--- src/rtl/cpu_types_pkg.sv ---
// Shared CPU datapath types, plus the fetch-stage state encoding and reset PC.
package cpu_types_pkg;

    typedef logic [31:0] word_t;
    typedef logic [5:0]  opcode_t;
    typedef logic [5:0]  funct_t;

    typedef enum logic [1:0] {
        FETCH = 2'd0,
        EXEC  = 2'd1,
        HALT  = 2'd2
    } fetch_state_t;

    localparam word_t PC_RESET = 32'h0000_0000;

endpackage

--- src/rtl/fetch_unit_next_pc.sv ---
// Combinational next-PC selection: jr > jump > taken branch > sequential.
module fetch_next_pc
    import cpu_types_pkg::*;
(
    input  word_t       pc,
    input  logic        branch_take,
    input  logic [15:0] imm16,
    input  logic        jump,
    input  logic [25:0] jaddr,
    input  logic        jr,
    input  word_t       jr_addr,
    output word_t       next_pc,
    output word_t       pc_plus4
);

    word_t branch_off_s;

    assign pc_plus4     = pc + 32'd4;
    assign branch_off_s = {{14{imm16[15]}}, imm16, 2'b00};

    // Priority mux; all additions wrap modulo 2^32
    always_comb begin
        next_pc = pc_plus4;
        if (jr) begin
            next_pc = jr_addr & 32'hFFFF_FFFC;
        end else if (jump) begin
            next_pc = {pc_plus4[31:28], jaddr, 2'b00};
        end else if (branch_take) begin
            next_pc = pc_plus4 + branch_off_s;
        end else begin
            next_pc = pc_plus4;
        end
    end

endmodule

--- src/rtl/fetch_unit.sv ---
// Instruction fetch stage: owns the PC, requests instructions and holds the current
// word until the control unit lets it retire; freezes permanently on halt.
module fetch_unit
    import cpu_types_pkg::*;
#(
    parameter word_t PC_INIT = PC_RESET
)(
    input  logic        CLK,
    input  logic        nRST,
    input  logic        ihit,
    input  word_t       imemload,
    output logic        imemREN,
    output word_t       imemaddr,
    input  logic        dstall,
    input  logic        halt,
    input  logic        branch_take,
    input  logic [15:0] imm16,
    input  logic        jump,
    input  logic [25:0] jaddr,
    input  logic        jr,
    input  word_t       jr_addr,
    output word_t       instr,
    output logic        instr_valid,
    output opcode_t     opcode,
    output funct_t      funct,
    output word_t       pc_plus4,
    output logic        halted
);

    fetch_state_t state_r, state_next_s;
    word_t        pc_r, pc_next_s, next_pc_s;
    word_t        instr_r, instr_next_s;
    logic         instr_valid_r, instr_valid_next_s;
    logic         halted_r, halted_next_s;

    fetch_next_pc u_next_pc (
        .pc          (pc_r),
        .branch_take (branch_take),
        .imm16       (imm16),
        .jump        (jump),
        .jaddr       (jaddr),
        .jr          (jr),
        .jr_addr     (jr_addr),
        .next_pc     (next_pc_s),
        .pc_plus4    (pc_plus4)
    );

    // Next-state and datapath update; halt outranks dstall in EXEC
    always_comb begin
        state_next_s       = state_r;
        pc_next_s          = pc_r;
        instr_next_s       = instr_r;
        instr_valid_next_s = instr_valid_r;
        halted_next_s      = halted_r;
        case (state_r)
            FETCH: begin
                if (ihit) begin
                    instr_next_s       = imemload;
                    instr_valid_next_s = 1'b1;
                    state_next_s       = EXEC;
                end else begin
                    state_next_s = FETCH;
                end
            end
            EXEC: begin
                if (halt) begin
                    halted_next_s = 1'b1;
                    state_next_s  = HALT;
                end else if (dstall) begin
                    state_next_s = EXEC;
                end else begin
                    pc_next_s          = next_pc_s;
                    instr_valid_next_s = 1'b0;
                    state_next_s       = FETCH;
                end
            end
            HALT: begin
                state_next_s = HALT;
            end
            default: begin
                state_next_s = FETCH;
            end
        endcase
    end

    // State and datapath registers
    always_ff @(posedge CLK or negedge nRST) begin
        if (!nRST) begin
            state_r       <= FETCH;
            pc_r          <= PC_INIT;
            instr_r       <= 32'h0000_0000;
            instr_valid_r <= 1'b0;
            halted_r      <= 1'b0;
        end else begin
            state_r       <= state_next_s;
            pc_r          <= pc_next_s;
            instr_r       <= instr_next_s;
            instr_valid_r <= instr_valid_next_s;
            halted_r      <= halted_next_s;
        end
    end

    assign imemREN     = (state_r == FETCH);
    assign imemaddr    = pc_r;
    assign instr       = instr_r;
    assign instr_valid = instr_valid_r;
    assign opcode      = instr_r[31:26];
    assign funct       = instr_r[5:0];
    assign halted      = halted_r;

endmodule

--- config.mk ---
export PLATFORM = sky130hd
export DESIGN_NAME = fetch_unit
export DESIGN_NICKNAME = d
export VERILOG_FILES = /design/src/rtl/cpu_types_pkg.sv /design/src/rtl/fetch_unit_next_pc.sv /design/src/rtl/fetch_unit.sv
export SDC_FILE = /design/constraint.sdc
export NUM_CORES = 1
export LEC_CHECK = 0
export CORE_ASPECT_RATIO = 0.7
export CORE_UTILIZATION = 40
export CTS_BUF_LIST = sky130_fd_sc_hd__clkbuf_4 sky130_fd_sc_hd__clkbuf_8 sky130_fd_sc_hd__clkbuf_16
export DETAILED_ROUTE_END_ITERATION = 12
export PLACE_DENSITY = 0.75
export SLEW_MARGIN = 40
export SYNTH_ARGS = -nofsm -noshare
export SYNTH_HDL_FRONTEND = slang
export SYNTH_HIERARCHICAL = 1
export SYNTH_SLANG_ARGS = --single-unit
export TNS_END_PERCENT = 20
--- constraint.sdc ---
create_clock -name CLK -period 4.7 [get_ports CLK]
set_input_delay 0.47 -clock CLK [delete_from_list [all_inputs] [get_ports CLK]]
set_output_delay 0.47 -clock CLK [all_outputs]
set_load 0.005 [all_outputs]
* Word-level counts from Yosys, hierarchy flattened
Index checks and enable logic that the tools add are counted.
** Storage, ports and cells
- Output and inout bits :: 111
- Flip-flop bits (word level) :: 68
- Bits of input ports :: 114
** Operators by class
- Bitwise logic cells :: 2
- Muxes and demuxes :: 11
- Equality and inequality tests :: 5
- Reduce and logical (&&, ||, !) cells :: 6
- $add $sub $neg :: 2
** Operators with widths (count)
- $mux 32 :: 3
- $add 32x3->32 const B :: 1
- $add 32x32->32 :: 1
- $ne 2x2->1 const B :: 3
- $pmux 2 s3 :: 1
- $mux 1 :: 5
- $reduce_and 2->1 :: 2
- $reduce_and 4->1 :: 1
- $reduce_and 3->1 :: 1
- $eq 2x1->1 const B :: 1
- $eq 2x2->1 const B :: 1
- $logic_not 2->1 :: 1
- $mux 2 :: 1
- $not 1->1 :: 2
- $pmux 1 s2 :: 1
- $reduce_bool 2->1 :: 1

* Logic depth before layout (Yosys ltp)
Gate-level depths: netlist (run 1).
- Word-level depth :: 5
- Depth in mapped cells :: 21
- Mapped depth without buffers :: 19

* Hierarchy
Netlist (run 1), hierarchy kept.
** Modules (own cells, without submodules)
- fetch_next_pc :: area an instance 2895.3 um2, seq. area each 0.0 um2, cells an instance 446, instances 1
- fetch_unit :: area an instance 2692.6 um2, seq. area each 1701.6 um2, cells an instance 166, instances 1

* Worst setup path after synthesis (run 1)
Ideal clock, no wire load.
- Kind :: reg2reg
- Start :: register pc_r[2], in the netlist imemaddr[2]
- End :: register pc_r[30], in the netlist imemaddr[30]
- Slack :: 0.916 ns
- Clock period less this slack :: 3.784 ns
- Arrival time :: 3.659 ns
- Cell stages (with the launch flop) :: 22
- Cell sequence :: dfrtp_1 -> ha_1 -> nand2_1 -> nor2_1 -> and3_1 -> clkbuf_1 -> nand3_1 -> nor2_1 -> xor2_1 -> ha_1 -> buf_2 -> inv_1 -> o21bai_1 -> a21o_1 -> a21o_1 -> a21o_1 -> a21o_1 -> a21o_1 -> nor2_1 -> mux2_4 -> a21oi_2 -> mux2_2
** Between the ends
- Cells in the longest elaborated chain, start to end :: 5
** Ends and longest elaborated chain
- start, declared :: RTL line fetch_unit.sv:31 : word_t pc_r, pc_next_s, next_pc_s;
- start signal, assigned :: RTL line fetch_unit.sv:96 : pc_r <= pc_next_s;
- $add 32x3->32 :: RTL line fetch_unit_next_pc.sv:18 : assign pc_plus4 = pc + 32'd4;
- via pc_plus4[24] :: RTL line fetch_unit.sv:26 : output word_t pc_plus4,
- $add 32x32->32 :: RTL line fetch_unit_next_pc.sv:29 : next_pc = pc_plus4 + branch_off_s;
- $mux 32 :: RTL line fetch_unit_next_pc.sv:28 : end else if (branch_take) begin
- $mux 32 :: RTL line fetch_unit_next_pc.sv:26 : end else if (jump) begin
- $mux 32 :: RTL line fetch_unit_next_pc.sv:24 : if (jr) begin
- via next_pc_s[30] :: RTL line fetch_unit.sv:31
The timed path passes the listed nets, and every way through them passes these cells.
A chain may end at the register's enable or synchronous reset.

* Final worst setup path (run 1)
- Start :: register pc_r[2], in the netlist imemaddr[2]
- End :: register pc_r[29], in the netlist imemaddr[29]
** Between the ends
- Cells in the longest elaborated chain, start to end :: 5
** Ends and longest elaborated chain (RTL line)
- $add 32x3->32 * :: fetch_unit_next_pc.sv:18
- $add 32x32->32 :: fetch_unit_next_pc.sv:29
- $mux 32 :: fetch_unit_next_pc.sv:28
- $mux 32 * :: fetch_unit_next_pc.sv:26
- $mux 32 * :: fetch_unit_next_pc.sv:24
- via next_pc_s[29] :: fetch_unit.sv:31
The timed path passes the listed nets; every way through them passes the cells marked *.

==> results of run 1 <==
==> synthesized netlist by cell type, drive strengths merged (2+ instances only) <==
library cell / count
or3: 2
o21ai: 43
inv: 12
o31ai: 3
and4: 4
nand2b: 6
buf: 25
o21bai: 3
a21oi: 43
o41ai: 2
ha: 36
o22ai: 5
a211o: 2
dfrtp: 68
nor2: 49
nand3b: 4
and3: 9
nand2: 57
and2: 7
clkbuf: 14
nor2b: 4
o21a: 5
o211ai: 4
xor2: 21
a41oi: 2
nand4: 5
mux2i: 9
xnor2: 29
a21o: 20
nor3: 12
a211oi: 7
mux2: 66
nand3: 20
==> worst max-delay path, cell delays in order, from the launching register on <==
cell	delay, ns
dfrtp_1	0.43
ha_1	0.23
nand2_1	0.11
nor2_2	0.23
and3_1	0.35
nand3_1	0.13
xnor2_1	0.35
ha_1	0.35
o21a_1	0.12
nor2_1	0.12
a21oi_1	0.09
a221o_1	0.39
o2111ai_1	0.32
a21oi_1	0.16
nor3_1	0.24
xor2_1	0.18
o21ai_1	0.08
o21a_1	0.11
mux2_2	0.26
==> sequential cells by signal (all words and copies together), names as in the netlist <==
name / count
instr_valid: 1
halted: 1
instr: 32
imemaddr: 32
state_r: 2
==> area by class of cell <==
class | count | area, µm² | share of cell area (%)
clock buffers | 9 | 225.2 | 2.743
repair buffers | 234 | 2310 | 28.13
multi-input cells | 493 | 3622 | 44.11
well taps | 185 | 231.5 | 2.819
clock inverters | 7 | 76.32 | 0.9295
inverters | 12 | 45.04 | 0.5485
flip-flops and latches | 68 | 1702 | 20.72
==> power breakdown <==
group	internal [µW]	switching, µW
clock network	414	289
logic	1820	1380
registers	866	306
total	3100	1970
==> final timing paths <==
path | startpoint | end | slack, ns | depth (start not counted)
hold reg to reg | halted$_DFFE_PN0P_ | halted$_DFFE_PN0P_ | 0.51 | 1
setup / recovery | imemaddr[2]$_DFFE_PN0P_ | imemaddr[29]$_DFFE_PN0P_ | 0.31 | 18
min in group CLK | halted$_DFFE_PN0P_ | halted$_DFFE_PN0P_ | 0.51 | 1
hold / removal | nRST | imemaddr[17]$_DFFE_PN0P_ | 0.13 | 1
setup reg to reg | imemaddr[2]$_DFFE_PN0P_ | imemaddr[29]$_DFFE_PN0P_ | 0.31 | 18
max in group asynchronous | nRST | instr[26]$_DFFE_PN0P_ | 3.74 | 2
==> metrics by stage <==
| stage | setup slack [ns] | hold slack, ns | utilization (%) |
|---|---|---|---|
| after floorplan | 0.9162 | 0.1744 | - |
| after global placement | 0.4664 | 0.4895 | 58.86 |
| after detailed placement | 0.3316 | 0.4949 | 58.88 |
| after CTS | 0.2632 | 0.1309 | 61.13 |
| after global routing | 0.02980 | 0.1520 | 61.28 |
| final | 0.3110 | 0.1283 | 61.28 |
==> repair_timing <==
action | CTS | global route
hold buffers | 0 | 0
setup endpoints to repair | 0 | 2
gates resized for setup | 0 | 4
==> per-layer routing <==
metal  wire (µm)  vias up  part of all wire, %
met2        8119      258                   45
met4         201        0                  1.1
met1        7756     2539                   43
li1            -     2596                    -
met3        1773       22                  9.9
met5           0        -                    0
==> kinds of logic (layout without fill, tap and decap cells) <==
kind of cell	count (synthesis)	in the layout	synth area share, %
buffers and inverters	51	262	5.195
adder cells (fa/ha/maj)	37	37	8.419
AO/OA/AOI/OAI	148	148	17.31
XOR/XNOR	50	50	7.837
flip-flops	68	68	30.45
AND/OR/NAND/NOR	183	183	15.74
multiplexers	75	75	15.05
==> qor.csv, run 1 <==
stage,metric,value,unit
sta,grt_setup_unrepaired,no,
detailed_routing,drt_iter0_markers,264,
sta,final-max-slew-violation-count,0,
logic_synthesis,synthTopCellsByArea,"dfrtp_1 30%, mux2_2 12%, ha_1 8.1%, xnor2_1 4.5%, nand2_1 3.8%",
clock_tree,numCtsBuffers,9,
place,place_area,7890,µm²
power_and_ir_drop,peakVddDrop,0.3478,mV
sta,fin_crit,4.389,ns
place,dp.cells,992,
detailed_routing,viasPerCell,5.372,
sta,finalSetupViolCount,0,
die,dieArea,14450,µm²
sta,tightest_slew,0.7058,ns
setup_path,start_kind,register,
cells_and_area,layout_common_cells,"221 x clkdlybuf4s50_1, 68 x dfrtp_1, 61 x mux2_2",
cells_and_area,area_growth,46.95,%
cells_and_area,fin_cells,1008,
logic_synthesis,async_flop_share,100.0,%
clock_tree,clk_latency,0.34,ns
logic_synthesis,synth_cell_types,60,
cells_and_area,nets,969,
power_and_ir_drop,p_per_area,617.3,nW/µm²
cells_and_area,drive_gt1_share,13.37,%
logic_synthesis,netlist.area_leader.share,30.45,%
cells_and_area,final_common_cell,clkdlybuf4s50_1,
logic_synthesis,synth-seq-area-share,30.45,%
power_and_ir_drop,total_power,5069,µW
clock_tree,clockRootBuffer,clkbuf_16,
global_route,use_met1,31.25,%
sta,period_share,93.38,%
clock_tree,cts_buffer_depth,2,
run,maxCapViolCount,0,
global_route,grt_util_met2,40.75,%
global_route,grt-busiest-layer,met2,
min_path,hold_class,input pin to asynchronous set/reset pin,
sta,fin_skew,0.01234,ns
logic_synthesis,synth-main-ff-cell,dfrtp_1,
place,numPortBuffers,222,
logic_synthesis,synth-edff-count,0,
clock_tree,cts_max_level,3,
place,gp_congestion,0.8753,
clock_tree,cts_tree,yes,
global_route,grt.overflow.total,0,
setup_path,path_max_fanout,6,
logic_synthesis,syn_avg_cell_area,9.130,µm²
logic_synthesis,ys_warn_count,6,
global_route,grt_max_degree,39,
die,rows,35,
global_route,grt_pass1_wl,27830,µm
setup_path,cp.required,4.92,ns
global_route,grt_use_met3,8.029,%
place,hpwl,13680,µm
sta,slew-limit-headroom,52.77,%
sta,hold_viol,0,
cells_and_area,nFillCells,1174,
die,fp.coreArea,13400,µm²
detailed_routing,ant_nets,0,
logic_synthesis,synth.net_count,763,
setup_path,arrival,4.61,ns
sta,tns,0,ns
die,die_w,143.3,µm
cells_and_area,stdcell_area,8212,µm²
sta,fmax,227.8,MHz
clock_tree,postCtsSetupRepairBufs,0,
clock_tree,clkSinkCount,68,
logic_synthesis,ys_ff_latch,68,
detailed_routing,drt_wl_total,17850,µm
die,io_pins,225,
clock_tree,clkTransAtPathRegs,0.07,ns
power_and_ir_drop,p_leak,0.003475,µW
setup_path,cp-end-kind,register,
detailed_routing,wl_per_cell,17.71,µm
cells_and_area,antennaDiodeCount,0,
logic_synthesis,syn_area,5588,µm²
logic_synthesis,synth.largest_area_cell,dfrtp_1,
setup_path,worstSetupPathType,register to register,
detailed_routing,via_count,5415,
global_route,antenna_found_initial,0,
die,initial_core_util,41.70,%
logic_synthesis,synth_cells,612,
global_route,gr-usage-all-layers,24.65,%
global_route,first_global_vias,5458,
detailed_routing,drc,0,
die,die_h,100.9,µm
status,status,completed,
detailed_routing,firstDrtPassIters,6,
(Power assumes the default switching activity.)
==> run 2: changes to the inputs <==
SYNTH_HIERARCHICAL = default   (was 1)
==> run 2 against run 1 <==
  * Synthesized cell count grew 11%
  * Global-route usage is 3.1 points higher
  * Final area down 0.35%
  * Clock power is 4.8% lower
  * Sequential cell count down 2
  * Die area is 0.68% higher
  * Fmax rose by 5.7%
  * Worst hold slack worse by 0.062 ns
  * Critical endpoint is now imemaddr[27]$_DFFE_PN0P_
  * Via count up 11%
==> qor.csv, run 2 <==
stage,metric,value,unit
status,status,completed,
clock_tree,postCtsSetupRepairBufs,0,
logic_synthesis,synth.largest_area_cell,dfrtp_1,
logic_synthesis,synthTopCellsByArea,"dfrtp_1 29%, ha_1 8.0%, mux2_2 6.4%, a21oi_1 5.0%, nand2_1 4.4%",
logic_synthesis,syn_area,5627,µm²
logic_synthesis,ys_warn_count,0,
detailed_routing,viasPerCell,5.650,
clock_tree,clkTransAtPathRegs,0.06,ns
clock_tree,cts_tree,yes,
cells_and_area,final_common_cell,clkdlybuf4s50_1,
die,die_w,143.8,µm
setup_path,worstSetupPathType,register to register,
detailed_routing,drc,0,
die,rows,35,
cells_and_area,area_growth,45.43,%
logic_synthesis,synth_cells,678,
detailed_routing,drt_wl_total,19830,µm
die,dieArea,14550,µm²
sta,grt_setup_unrepaired,no,
place,gp_congestion,0.9836,
run,maxCapViolCount,0,
global_route,grt.overflow.total,0,
logic_synthesis,ys_ff_latch,66,
global_route,first_global_vias,5820,
sta,tightest_slew,0.8526,ns
global_route,grt_util_met2,42.35,%
cells_and_area,nets,1021,
die,die_h,101.2,µm
clock_tree,clockRootBuffer,clkbuf_16,
cells_and_area,multiInputGateArea,3690,µm²
sta,hold_viol,0,
setup_path,cp-end-kind,register,
sta,final-max-slew-violation-count,0,
power_and_ir_drop,total_power,5060,µW
global_route,grt_pass1_wl,31020,µm
logic_synthesis,netlist.area_leader.share,29.35,%
sta,fin_skew,0.006472,ns
detailed_routing,wl_per_cell,18.70,µm
logic_synthesis,synth-main-ff-cell,dfrtp_1,
logic_synthesis,synth-edff-count,0,
sta,slew-limit-headroom,43.16,%
setup_path,arrival,4.36,ns
sta,fmax,240.9,MHz
logic_synthesis,synth-seq-area-share,29.35,%
cells_and_area,finalCoreUtilization,60.87,%
cells_and_area,nFillCells,1198,
place,numPortBuffers,218,
detailed_routing,firstDrtPassIters,5,
setup_path,path_max_fanout,7,
setup_path,cp.required,4.90,ns
clock_tree,cts_buffer_depth,2,
clock_tree,ctsHoldBuffers,0,
cells_and_area,layout_common_cells,"217 x clkdlybuf4s50_1, 66 x nand2_1, 66 x dfrtp_1",
die,initial_core_util,41.85,%
cells_and_area,drive_gt1_share,8.914,%
logic_synthesis,syn_avg_cell_area,8.299,µm²
global_route,use_met1,38.54,%
global_route,grt_use_met3,8.132,%
cells_and_area,antennaDiodeCount,0,
place,hpwl,15050,µm
logic_synthesis,synth_cell_types,64,
sta,tns,0,ns
clock_tree,numCtsBuffers,9,
min_path,hold_class,input pin to asynchronous set/reset pin,
cells_and_area,largest_reg_flops,32,
detailed_routing,ant_nets,0,
detailed_routing,via_count,5989,
clock_tree,cts_max_level,3,
global_route,grt_max_degree,45,
cells_and_area,stdcell_area,8183,µm²
clock_tree,clkSinkCount,66,
power_and_ir_drop,p_leak,0.003353,µW
cells_and_area,fin_cells,1060,
sta,period_share,88.32,%
die,fp.coreArea,13440,µm²
setup_path,start_kind,register,
global_route,gr-usage-all-layers,27.74,%
place,place_area,7896,µm²
die,io_pins,225,
setup_path,rrSetupSlack,0.55,ns
sta,finalSetupViolCount,0,
logic_synthesis,async_flop_share,100.0,%
clock_tree,clk_latency,0.34,ns
global_route,grt-busiest-layer,met2,
power_and_ir_drop,peakVddDrop,0.3555,mV
global_route,antenna_found_initial,0,
cells_and_area,seq_area,1652,µm²
clock_tree,ctsResizeCount,0,
detailed_routing,drt_iter0_markers,497,
power_and_ir_drop,p_per_area,618.4,nW/µm²
place,dp.cells,1044,
sta,fin_crit,4.151,ns
logic_synthesis,synth_commonest_cells,"66 x dfrtp_1, 66 x nand2_1, 56 x a21oi_1",
-- run 2: changes by cell type in the layout (fill, tap and decap cells not counted), moves of 5 or more --
cell	change
nand3_1	+14
mux2_2	-29
a21oi_1	+15
o21ai_0	+12
nand2_1	+9
nor3_1	+5
nand4_1	+5
or3_1	+5
-- run 2: per-layer routing --
| layer | up-vias | wire (µm) |
|---|---|---|
| li1 | 2842 | - |
| met4 | 0 | 208 |
| met5 | - | 0 |
| met1 | 2821 | 8841 |
| met2 | 307 | 8717 |
| met3 | 19 | 2058 |
-- run 2: cell type report --
type	count	area share [%]
inverter	9	0.4128
clock inverter	7	0.7187
clock buffer	9	2.752
sequential	66	20.18
tap	185	2.829
multi-input combinational	551	45.09
timing repair buffer	233	28.01
-- run 2: report_power, final --
group / internal [µW] / switching (µW) / leakage, µW
Clock: 366 / 303 / 0.000133
Combinational: 1740 / 1480 / 0.00244
Sequential: 844 / 321 / 0.000783
Total: 2950 / 2110 / 0.00335
-- run 2: per-stage QoR --
stage / hold WS [ns] / worst slack [ns]
floorplan: 0.1744 / 1.181
global placement: 0.4543 / 0.6592
detailed placement: 0.4478 / 0.6074
CTS: 0.2279 / 0.5796
global route: 0.1017 / 0.2231
finish: 0.06654 / 0.5489
-- run 2: path summary, 6_finish.rpt --
path,from,cells after the start,endpoint
min in group CLK,state_r[1]$_DFF_PN0_,1,state_r[0]$_DFF_PN0_
worst min-delay path,nRST,1,imemaddr[26]$_DFFE_PN0P_
worst min register to register,state_r[1]$_DFF_PN0_,1,state_r[0]$_DFF_PN0_
max in group asynchronous,nRST,2,imemaddr[28]$_DFFE_PN0P_
worst max register to register,imemaddr[2]$_DFFE_PN0P_,16,imemaddr[27]$_DFFE_PN0P_
worst max-delay path,imemaddr[2]$_DFFE_PN0P_,16,imemaddr[27]$_DFFE_PN0P_
-- run 2: logic make-up (layout without fill, tap and decap cells) --
family	count (synthesis)	in the layout	synth area share (%)
fa+ha+maj	37	37	8.361
xor+xnor	44	44	6.849
simple gates	238	238	20.88
buf+inv	64	258	5.404
mux	39	39	7.650
compound gates	189	189	21.44
flops	66	66	29.35
other cells	1	4	0.06665
-- run 2: critical path, cell delays in order (launching register included) --
cell and delay, ns:
dfrtp_1 0.45, ha_1 0.25, and4_1 0.28, nand3_1 0.20, nor2_1 0.40, nand2_1 0.12
xnor2_1 0.25, ha_1 0.36, a21o_1 0.19, a21oi_1 0.20, o21ai_0 0.13, or2_2 0.30
a21oi_1 0.14, o21ai_0 0.08, and2_1 0.16, a2111oi_1 0.36, o22ai_1 0.15
==> run 3: changes to the inputs <==
--- a/config.mk
+++ b/config.mk
@@ -7,8 +7,8 @@
 export LEC_CHECK = 0
 export CORE_ASPECT_RATIO = 0.7
-export CORE_UTILIZATION = 40
+export CORE_UTILIZATION = 45
 export CTS_BUF_LIST = sky130_fd_sc_hd__clkbuf_4 sky130_fd_sc_hd__clkbuf_8 sky130_fd_sc_hd__clkbuf_16
 export DETAILED_ROUTE_END_ITERATION = 12
-export PLACE_DENSITY = 0.75
+export PLACE_DENSITY = 0.83
 export SLEW_MARGIN = 40
 export SYNTH_ARGS = -nofsm -noshare
==> constraint.sdc (replaced) <==
create_clock -name CLK -period 4.7 [get_ports CLK]
set_input_delay 0.47 -clock CLK [delete_from_list [all_inputs] [get_ports CLK]]
set_output_delay 0.47 -clock CLK [all_outputs]
set_load 0.1 [all_outputs]
==> run 3 against run 2 <==
  * Routed wire length increased by 0.33%
  * First-iteration DRC count is 3.8% lower
  * Critical path type unchanged
  * Largest cell class unchanged
  * Count of clock-buffer cells in the layout increased by 1
  * Non-clock buffer count stayed put
  * Via count is 2.5% higher
  * Sequential cell count unchanged
  * Clock skew is 0.0028 ns higher
  * Utilization is 6.8 points higher
  * Die area shrank 11%
  * Worst setup slack got worse by 0.14 ns
  * Critical endpoint unchanged
==> qor.csv, run 3 (synthesis results as in run 2) <==
stage,metric,value,unit
place,gp_congestion,0.9392,
sta,hold_viol,0,
detailed_routing,via_count,6141,
global_route,grt_pass1_wl,30980,µm
die,rows,33,
die,die_h,95.56,µm
clock_tree,clkSinkCount,66,
die,fp.coreArea,11930,µm²
clock_tree,ctsHoldBuffers,0,
clock_tree,numCtsBuffers,9,
clock_tree,cts_tree,yes,
clock_tree,clockRootBuffer,clkbuf_16,
global_route,grt_max_degree,39,
setup_path,start_kind,register,
die,initial_core_util,47.15,%
sta,fin_crit,4.292,ns
cells_and_area,layout_common_cells,"109 x clkdlybuf4s50_1, 92 x buf_2, 66 x nand2_1",
status,status,completed,
clock_tree,cts_max_level,3,
detailed_routing,firstDrtPassIters,5,
clock_tree,clkTransAtPathRegs,0.06,ns
sta,tns,0,ns
setup_path,worstSetupPathType,register to register,
setup_path,cp-end-kind,register,
clock_tree,postCtsSetupRepairBufs,0,
cells_and_area,final_common_cell,clkdlybuf4s50_1,
run,maxCapViolCount,0,
sta,fmax,233.0,MHz
detailed_routing,viasPerCell,5.951,
die,io_pins,225,
sta,final-max-slew-violation-count,0,
cells_and_area,multiInputGateArea,4054,µm²
sta,tightest_slew,0.8728,ns
sta,finalSetupViolCount,0,
cells_and_area,drive_gt1_share,26.17,%
cells_and_area,seq_area,1670,µm²
place,hpwl,15230,µm
detailed_routing,drt_wl_total,19890,µm
cells_and_area,nFillCells,996,
setup_path,arrival,4.49,ns
clock_tree,ctsResizeCount,0,
setup_path,cp.required,4.90,ns
min_path,hold_class,input pin to asynchronous set/reset pin,
cells_and_area,area_growth,43.50,%
detailed_routing,drt_iter0_markers,478,
sta,fin_skew,0.009315,ns
global_route,antenna_found_initial,0,
setup_path,path_max_fanout,7,
clock_tree,cts_buffer_depth,2,
die,dieArea,12960,µm²
sta,holdWs,0.1073,ns
cells_and_area,nets,1021,
sta,slew-limit-headroom,41.81,%
cells_and_area,largest_reg_flops,32,
detailed_routing,wl_per_cell,19.28,µm
sta,fin_ws,0.4083,ns
sta,grt_setup_unrepaired,no,
place,pre_cts_slack,0.3148,ns
detailed_routing,ant_nets,0,
detailed_routing,drc,0,
die,die_w,135.7,µm
place,numPortBuffers,218,
global_route,grt.overflow.total,0,
cells_and_area,antennaDiodeCount,0,
global_route,gr-usage-all-layers,31.20,%
global_route,first_global_vias,5943,
sta,period_share,91.31,%
clock_tree,clk_latency,0.33,ns
## run 3: changes by cell type in the layout (fill, tap and decap cells not counted), moves of 11 or more
cell	delta
buf_2	+92
buf_4	+16
clkdlybuf4s50_1	-108
dfrtp_1	-15
dfrtp_2	+15
xnor2_1	-19
xnor2_4	+11
## run 3: stage by stage
step / cells / utilization, % / instance area, µm²
after global routing: 1032 / 67.66 / 8074
final: 1032 / 67.66 / 8074
after global placement: 1016 / 68.70 / 8198
after floorplan: 681 / - / 6017
after detailed placement: 1016 / 64.88 / 7742
after CTS: 1032 / 67.63 / 8070
## run 3: cell type report
class                      instances  area share [%]
multi-input combinational        551           50.21
timing repair buffer             233           22.19
sequential                        66           20.69
clock buffer                      10           2.960
tap                              157           2.433
clock inverter                     6           1.100
inverter                           9          0.4184
## run 3: final timing paths
path	start	end	slack (ns)	cells after the start
setup / recovery	imemaddr[2]$_DFFE_PN0P_	imemaddr[27]$_DFFE_PN0P_	0.41	14
hold / removal	nRST	imemaddr[20]$_DFFE_PN0P_	0.11	1
setup reg to reg	imemaddr[2]$_DFFE_PN0P_	imemaddr[27]$_DFFE_PN0P_	0.41	14
hold reg to reg	state_r[1]$_DFF_PN0_	state_r[0]$_DFF_PN0_	0.46	1
max in group asynchronous	nRST	instr_valid$_DFFE_PN0P_	3.77	2
min in group CLK	state_r[1]$_DFF_PN0_	state_r[0]$_DFF_PN0_	0.46	1
## run 3: layer usage
metal	share of wire, %	vias up	GRT usage (%)
met3	11	30	9.782
met1	43	2937	41.58
met2	45	327	48.77
li1	-	2847	-
met4	1.4	0	8.240
met5	0	-	0
## run 3: critical path, stage by stage (launching register included)
cell and delay [ns]:
dfrtp_2 0.41, ha_1 0.27, and4_1 0.29, nand3_1 0.29, nor2_2 0.38, nand4_1 0.28
xnor2_4 0.21, ha_1 0.42, nand4_1 0.21, a2111oi_4 0.44, o211ai_2 0.19, nand3_1 0.13
o21ai_1 0.08, a2111oi_1 0.40, o22ai_1 0.15
Power of run 3 is left out: the tool's default activity adds up to more than one toggle a clock period on the data nets, which glitch-free logic cannot reach.
